### src/rtl/tour_pkg.sv
// tour_pkg: shared state, opcode, heading and response constants for the tour sequencer
package tour_pkg;
  typedef enum logic [2:0] {IDLE, VERT, WAIT_V, HORZ, WAIT_H} state_t;
  localparam logic [3:0] MOVE = 4'h2;
  localparam logic [3:0] MOVE_FAN = 4'h3;
  localparam logic [7:0] N = 8'h00;
  localparam logic [7:0] W = 8'h3F;
  localparam logic [7:0] S = 8'h7F;
  localparam logic [7:0] E = 8'hBF;
  localparam logic [7:0] ACK = 8'hA5;
  localparam logic [7:0] MV_ACK = 8'h5A;
endpackage

### src/rtl/tour_cmd_seq_if.sv
// tour_cmd_seq_if: TourLogic, UART wrapper and cmd_proc handshakes; master = sequencer, slave = environment
interface tour_cmd_seq_if #(parameter int IDX_W = 5);
  logic start_tour;
  logic [7:0] move;
  logic [IDX_W-1:0] mv_indx;
  logic [15:0] cmd_UART;
  logic cmd_rdy_UART;
  logic clr_cmd_rdy_UART;
  logic [15:0] cmd;
  logic cmd_rdy;
  logic clr_cmd_rdy;
  logic send_resp;
  logic [7:0] resp;
  logic tour_done;
  logic err;
  modport master(
    input start_tour, move, cmd_UART, cmd_rdy_UART, clr_cmd_rdy, send_resp,
    output mv_indx, clr_cmd_rdy_UART, cmd, cmd_rdy, resp, tour_done, err
  );
  modport slave(
    output start_tour, move, cmd_UART, cmd_rdy_UART, clr_cmd_rdy, send_resp,
    input mv_indx, clr_cmd_rdy_UART, cmd, cmd_rdy, resp, tour_done, err
  );
endinterface

### src/rtl/tour_cmd_seq_move_decode.sv
// move_decode: one-hot knight move -> vertical/horizontal heading and square count, plus legality
// ports: move (in, one-hot); vheading/vsquares, hheading/hsquares, legal (out)
module move_decode
  import tour_pkg::*;
(
  input  logic [7:0] move,
  output logic [7:0] vheading,
  output logic [3:0] vsquares,
  output logic [7:0] hheading,
  output logic [3:0] hsquares,
  output logic       legal
);
  // masks select the move bits with dy>0, |dy|=2, dx>0, |dx|=2
  assign legal = $onehot(move);
  assign vheading = |(move & 8'h87) ? N : S;
  assign vsquares = |(move & 8'h33) ? 4'd2 : 4'd1;
  assign hheading = |(move & 8'hE1) ? E : W;
  assign hsquares = |(move & 8'hCC) ? 4'd2 : 4'd1;
endmodule

### src/rtl/tour_cmd_seq.sv
// tour_cmd_seq: turns a solved knight's tour into vertical/horizontal cmd_proc commands, UART pass-through when idle
// ports: clk, rst (async active-high), bus (tour_cmd_seq_if.master)
module tour_cmd_seq
  import tour_pkg::*;
#(
  parameter int NUM_MOVES = 24,
  parameter int IDX_W = 5
) (
  input logic clk,
  input logic rst,
  tour_cmd_seq_if.master bus
);
  state_t state;
  logic [IDX_W-1:0] idx;
  logic tour_done_q, err_q;
  logic [7:0] vheading, hheading;
  logic [3:0] vsquares, hsquares;
  logic legal, last, vphase;
  move_decode u_dec (
    .move(bus.move), .vheading(vheading), .vsquares(vsquares),
    .hheading(hheading), .hsquares(hsquares), .legal(legal)
  );
  assign last = idx == IDX_W'(NUM_MOVES - 1);
  assign vphase = state == VERT || state == WAIT_V;
  always_ff @(posedge clk or posedge rst)
    if (rst) begin
      state <= IDLE;
      idx <= '0;
      tour_done_q <= 1'b0;
      err_q <= 1'b0;
    end else begin
      tour_done_q <= 1'b0;
      err_q <= 1'b0;
      case (state)
        IDLE: if (bus.start_tour) begin
          idx <= '0;
          state <= VERT;
        end
        VERT: if (!legal) begin
          err_q <= 1'b1;
          idx <= '0;
          state <= IDLE;
        end else if (bus.clr_cmd_rdy) state <= WAIT_V;
        WAIT_V: if (bus.send_resp) state <= HORZ;
        HORZ: if (bus.clr_cmd_rdy) state <= WAIT_H;
        WAIT_H: if (bus.send_resp) begin
          tour_done_q <= last;
          idx <= last ? '0 : idx + 1'b1;
          state <= last ? IDLE : VERT;
        end
        default: state <= IDLE;
      endcase
    end
  assign bus.mv_indx = idx;
  assign bus.tour_done = tour_done_q;
  assign bus.err = err_q;
  assign bus.cmd = state == IDLE ? bus.cmd_UART :
                   vphase ? {MOVE, vheading, vsquares} : {MOVE_FAN, hheading, hsquares};
  // an illegal move must never raise cmd_rdy; the FSM leaves VERT on the next edge
  assign bus.cmd_rdy = state == IDLE ? bus.cmd_rdy_UART : state == VERT ? legal : state == HORZ;
  assign bus.clr_cmd_rdy_UART = state == IDLE && bus.clr_cmd_rdy;
  assign bus.resp = (state == IDLE || (state == WAIT_H && bus.send_resp && last)) ? ACK : MV_ACK;
endmodule

### src/flat_wrapper.sv
// flat-port wrapper written by rule: the top's interface ports become plain ports
module tour_cmd_seq_flat import tour_pkg::*;
#(
  parameter int NUM_MOVES = 24,
  parameter int IDX_W = 5
)
  (clk, rst, bus_start_tour, bus_move, bus_cmd_UART, bus_cmd_rdy_UART, bus_clr_cmd_rdy, bus_send_resp, bus_mv_indx, bus_clr_cmd_rdy_UART, bus_cmd, bus_cmd_rdy, bus_resp, bus_tour_done, bus_err);
  tour_cmd_seq_if #(.IDX_W(IDX_W)) bus_i ();
  input logic clk;
  input logic rst;
  input wire logic [$bits(bus_i.start_tour)-1:0] bus_start_tour;
  input wire logic [$bits(bus_i.move)-1:0] bus_move;
  input wire logic [$bits(bus_i.cmd_UART)-1:0] bus_cmd_UART;
  input wire logic [$bits(bus_i.cmd_rdy_UART)-1:0] bus_cmd_rdy_UART;
  input wire logic [$bits(bus_i.clr_cmd_rdy)-1:0] bus_clr_cmd_rdy;
  input wire logic [$bits(bus_i.send_resp)-1:0] bus_send_resp;
  output wire logic [$bits(bus_i.mv_indx)-1:0] bus_mv_indx;
  output wire logic [$bits(bus_i.clr_cmd_rdy_UART)-1:0] bus_clr_cmd_rdy_UART;
  output wire logic [$bits(bus_i.cmd)-1:0] bus_cmd;
  output wire logic [$bits(bus_i.cmd_rdy)-1:0] bus_cmd_rdy;
  output wire logic [$bits(bus_i.resp)-1:0] bus_resp;
  output wire logic [$bits(bus_i.tour_done)-1:0] bus_tour_done;
  output wire logic [$bits(bus_i.err)-1:0] bus_err;
  assign bus_i.start_tour = bus_start_tour;
  assign bus_i.move = bus_move;
  assign bus_i.cmd_UART = bus_cmd_UART;
  assign bus_i.cmd_rdy_UART = bus_cmd_rdy_UART;
  assign bus_i.clr_cmd_rdy = bus_clr_cmd_rdy;
  assign bus_i.send_resp = bus_send_resp;
  assign bus_mv_indx = bus_i.mv_indx;
  assign bus_clr_cmd_rdy_UART = bus_i.clr_cmd_rdy_UART;
  assign bus_cmd = bus_i.cmd;
  assign bus_cmd_rdy = bus_i.cmd_rdy;
  assign bus_resp = bus_i.resp;
  assign bus_tour_done = bus_i.tour_done;
  assign bus_err = bus_i.err;
  tour_cmd_seq #(.NUM_MOVES(NUM_MOVES), .IDX_W(IDX_W)) u_core (.clk(clk), .rst(rst), .bus(bus_i));
endmodule
### config.mk
export PLATFORM = sky130hd
export DESIGN_NAME = tour_cmd_seq_flat
export DESIGN_NICKNAME = d
export VERILOG_FILES = /design/src/rtl/tour_pkg.sv /design/src/rtl/tour_cmd_seq_if.sv /design/src/rtl/tour_cmd_seq_move_decode.sv /design/src/rtl/tour_cmd_seq.sv /design/src/flat_wrapper.sv
export SDC_FILE = /design/constraint.sdc
export NUM_CORES = 1
export LEC_CHECK = 0
export CORE_ASPECT_RATIO = 0.75
export CORE_MARGIN = 2
export CORE_UTILIZATION = 37
export CTS_CLUSTER_DIAMETER = 30
export DETAILED_ROUTE_END_ITERATION = 10
export PLACE_DENSITY_LB_ADDON = 0.15
export RECOVER_POWER = 50
export SYNTH_ARGS = -nofsm -noshare
export SYNTH_HDL_FRONTEND = slang
export SYNTH_SLANG_ARGS = --single-unit
### constraint.sdc
create_clock -name clk -period 3.65 [get_ports clk]
set_input_delay 0.365 -clock clk [delete_from_list [all_inputs] [get_ports clk]]
set_output_delay 0.365 -clock clk [all_outputs]
set_load 0.02 [all_outputs]
==> impl_metrics.tcl <==
set metrics [dict create \
    status "finished with violations" \
    violations "negative setup slack" \
    slew_viol_final 0 \
    grt.total_usage_pct 20.1 \
    fin_nets 238 \
    routedWlPerCell_um 13.0 \
    utilization_pct 68.0 \
    hold_viol 0 \
    fmax_ghz 0.274 \
    root_buffer "clkbuf_8" \
    stdcell_area_um2 1800 \
    hp-class "input port to asynchronous set/reset pin" \
    post-route-min-period_ps 3650 \
    via_per_inst 4.87 \
    drt-pass1-iter-count 4 \
    cp_common_cell "fa_1" \
    wl_met2_mm 1.64 \
    drc 0 \
    multi_input_area_um2 688 \
    wl_met1_mm 1.21 \
    required_ps 3280 \
    ys_async_sr_fraction_pct 100 \
    ys_seq_area_share_pct 23.9 \
    critical-path-max-stage-delay_ps 500 \
    final_common_cell "clkdlybuf4s50_1" \
    power_density_nw_per_um2 782 \
    first_global_vias 1113 \
    slowest_stage "fa_1" \
    clockBufferDepth 2 \
    vias 1134 \
    r2r_end "u_core.bus.mv_indx[4]" \
    reg2regPathDepth 5 \
    drv_cap 0 \
    core_um2 2640 \
    path_max_fanout 2 \
    r2r_start "u_core.state[1]" \
    power.leakage_nw 0.877 \
    fin_skew_ps 5.43 \
    cts_tree "built" \
    rsz0062_at_grt "yes" \
    ioPinCount 63 \
    syn_inst 134 \
    synth_flop_cell "dfrtp_1" \
    ys_types 43 \
    ys_warn_count 0 \
    synthTopCellsByArea "dfrtp_1 24%, nand2_1 8.2%, fa_1 7.6%, inv_1 6.4%, ha_1 6.0%" \
    maxUsedRoutingLayer "met4" \
    area.growth.synth_to_final_pct 71.5 \
    wl_mm 3.04 \
    path_depth 14 \
    layout_common_cells "43 x clkdlybuf4s50_1, 24 x nand2_1, 14 x dlygate4sd3_1, 13 x inv_1, 11 x nor2_1" \
    startpoint_type "input port" \
    cts_num_sinks 10 \
    crit_end "bus_cmd_rdy" \
    dr_wl_met3_um 148 \
    io_buffers 62 \
    end_kind "output port" \
    critPathLaunch "bus_move[0]" \
    clock_latency_ps 240 \
    crit_family "adder cells" \
    reg2reg_slack_ps 1970 \
    synthesis.area_um2 1050 \
    fp.dieH_um 50.1 \
    path_buf_inv 6 \
    synth_nets 173 \
    overflow 0 \
    tightest_slew_ps 806 \
    yosysTopAreaCell "dfrtp_1" \
    insertedDiodeCount 0 \
    clk_pin_slew_worst_paths_ps 50 \
    cts-hold-fix-buffers 0 \
    critPathKind "input port to output port" \
    dpl.hpwl_mm 2.42 \
    worst_slack_ps -4.95 \
    drtIter0Drc 19 \
    register_area_um2 250 \
    rows 16 \
    fill_cells 234 \
    slew_headroom_pct 46.0 \
    start_util_pct 39.7 \
    htree_num_levels 1 \
    antenna_left 0 \
    peakVddDrop_mv 0.493 \
    gp_congestion 0.841 \
    synth_top_area_share_pct 23.9 \
    drive_above_1_share_pct 15.7 \
    path_cells "buf_8 -> inv_4 -> ha_4 -> inv_2 -> fa_1 -> fa_1 -> fa_2 -> fa_1 -> inv_2 -> a211oi_2 -> buf_4 -> a21oi_4 -> o21ai_2 -> buf_6" \
    grt_max_degree 17 \
    avgSynthCellArea_um2 7.82 \
    grt_pass1_wl_mm 5.04 \
    die_w_um 65.5 \
    critPathArrivalTime_ps 3290 \
    cts_made_buffers 3 \
    synth_edf_count 0 \
    finalSetupViolCount 1 \
    antenna_found_initial 0 \
    period_share_pct 100 \
    ys_ff_latch 10 \
    detailed_place.area_um2 1690 \
    die-area_um2 3280 \
]
Yosys cell counts (all sizes together), types with 2 or more instances:
| master | n |
|---|---|
| a211o | 3 |
| nor3b | 2 |
| nor4b | 2 |
| mux2i | 3 |
| and2 | 5 |
| nor3 | 2 |
| inv | 20 |
| buf | 10 |
| dfrtp | 10 |
| nand2 | 24 |
| and3 | 2 |
| nor2 | 11 |
| o32ai | 2 |
| a21oi | 3 |
| nand3 | 2 |
| fa | 4 |
| nand2b | 4 |
| ha | 5 |
| o21ai | 3 |
stage by stage:
| step | setup WS [ps] | cells | setup TNS [ps] | hold slack [ps] | power (mW) |
|---|---|---|---|---|---|
| 2_1_floorplan | 51.0 | 134 | 0 | 205 | 0.850 |
| 3_3_place_gp | -895 | 228 | -3550 | 548 | 1.26 |
| 3_5_place_dp | -1090 | 228 | -5210 | 571 | 1.27 |
| 4_1_cts | -195 | 232 | -195 | 419 | 1.43 |
| 5_1_grt | -108 | 233 | -108 | 596 | 1.51 |
| 6_report | -4.95 | 233 | -4.95 | 543 | 1.41 |
worst min path at each step:
stage / endpoint / slack (ps) / depth (start not counted)
detailed placement: u_core.bus.mv_indx[0] / 570 / 1
global placement: u_core.bus.mv_indx[0] / 550 / 1
finish: u_core.bus.mv_indx[2] / 540 / 2
floorplan: u_core.bus.err / 210 / 1
CTS: u_core.bus.mv_indx[2] / 420 / 2
global route: u_core.bus.mv_indx[2] / 600 / 2
cell type report:
| type | instances | area share (%) |
|---|---|---|
| Clock buffer | 3 | 2.30 |
| Inverter | 21 | 4.66 |
| Multi-Input combinational cell | 93 | 38.3 |
| Sequential cell | 10 | 13.9 |
| Tap cell | 36 | 2.51 |
| Timing Repair Buffer | 70 | 38.3 |
where the power goes:
part           switching (mW)  total [mW]  internal, mW
Combinational           0.588        1.11         0.523
Clock                  0.0400       0.112        0.0719
Sequential             0.0525       0.182         0.130
routing by layer:
metal / track usage [%] / vias up
li1: - / 564
met1: 22.0 / 534
met2: 38.6 / 32
met3: 5.25 / 4
met4: 3.82 / 0
met5: 0 / -
worst register-to-register path, cell delays in order, from the launching register on:
cell     delay, ps
dfrtp_1        560
or3b_4         510
inv_2           70
nand2_1        110
nor4b_2        240
a211o_1        130
state kept, by name (all words and copies together) (netlist names):
| signal | count |
|---|---|
| u_core.bus.mv_indx | 5 |
| u_core.state | 3 |
| u_core.bus.err | 1 |
| u_core.bus.tour_done | 1 |
kinds of logic after synthesis:
group	count (synthesis)	share of synthesized area [%]
AND/OR/NAND/NOR	60	30.1
buffers and inverters	31	14.0
AO/OA/AOI/OAI	20	14.8
flip-flops	10	23.9
adder cells (fa/ha/maj)	9	13.6
multiplexers	3	2.86
XOR/XNOR	1	0.835
what timing repair did:
item,4_1_cts,5_1_grt
pin swaps,8,6
cloned,0,0
buffers inserted,1,1
resized for setup,32,1
endpoints found under the setup margin,9,6
hold endpoints to repair,0,0
Note: power is estimated with default switching activity, not from simulation.
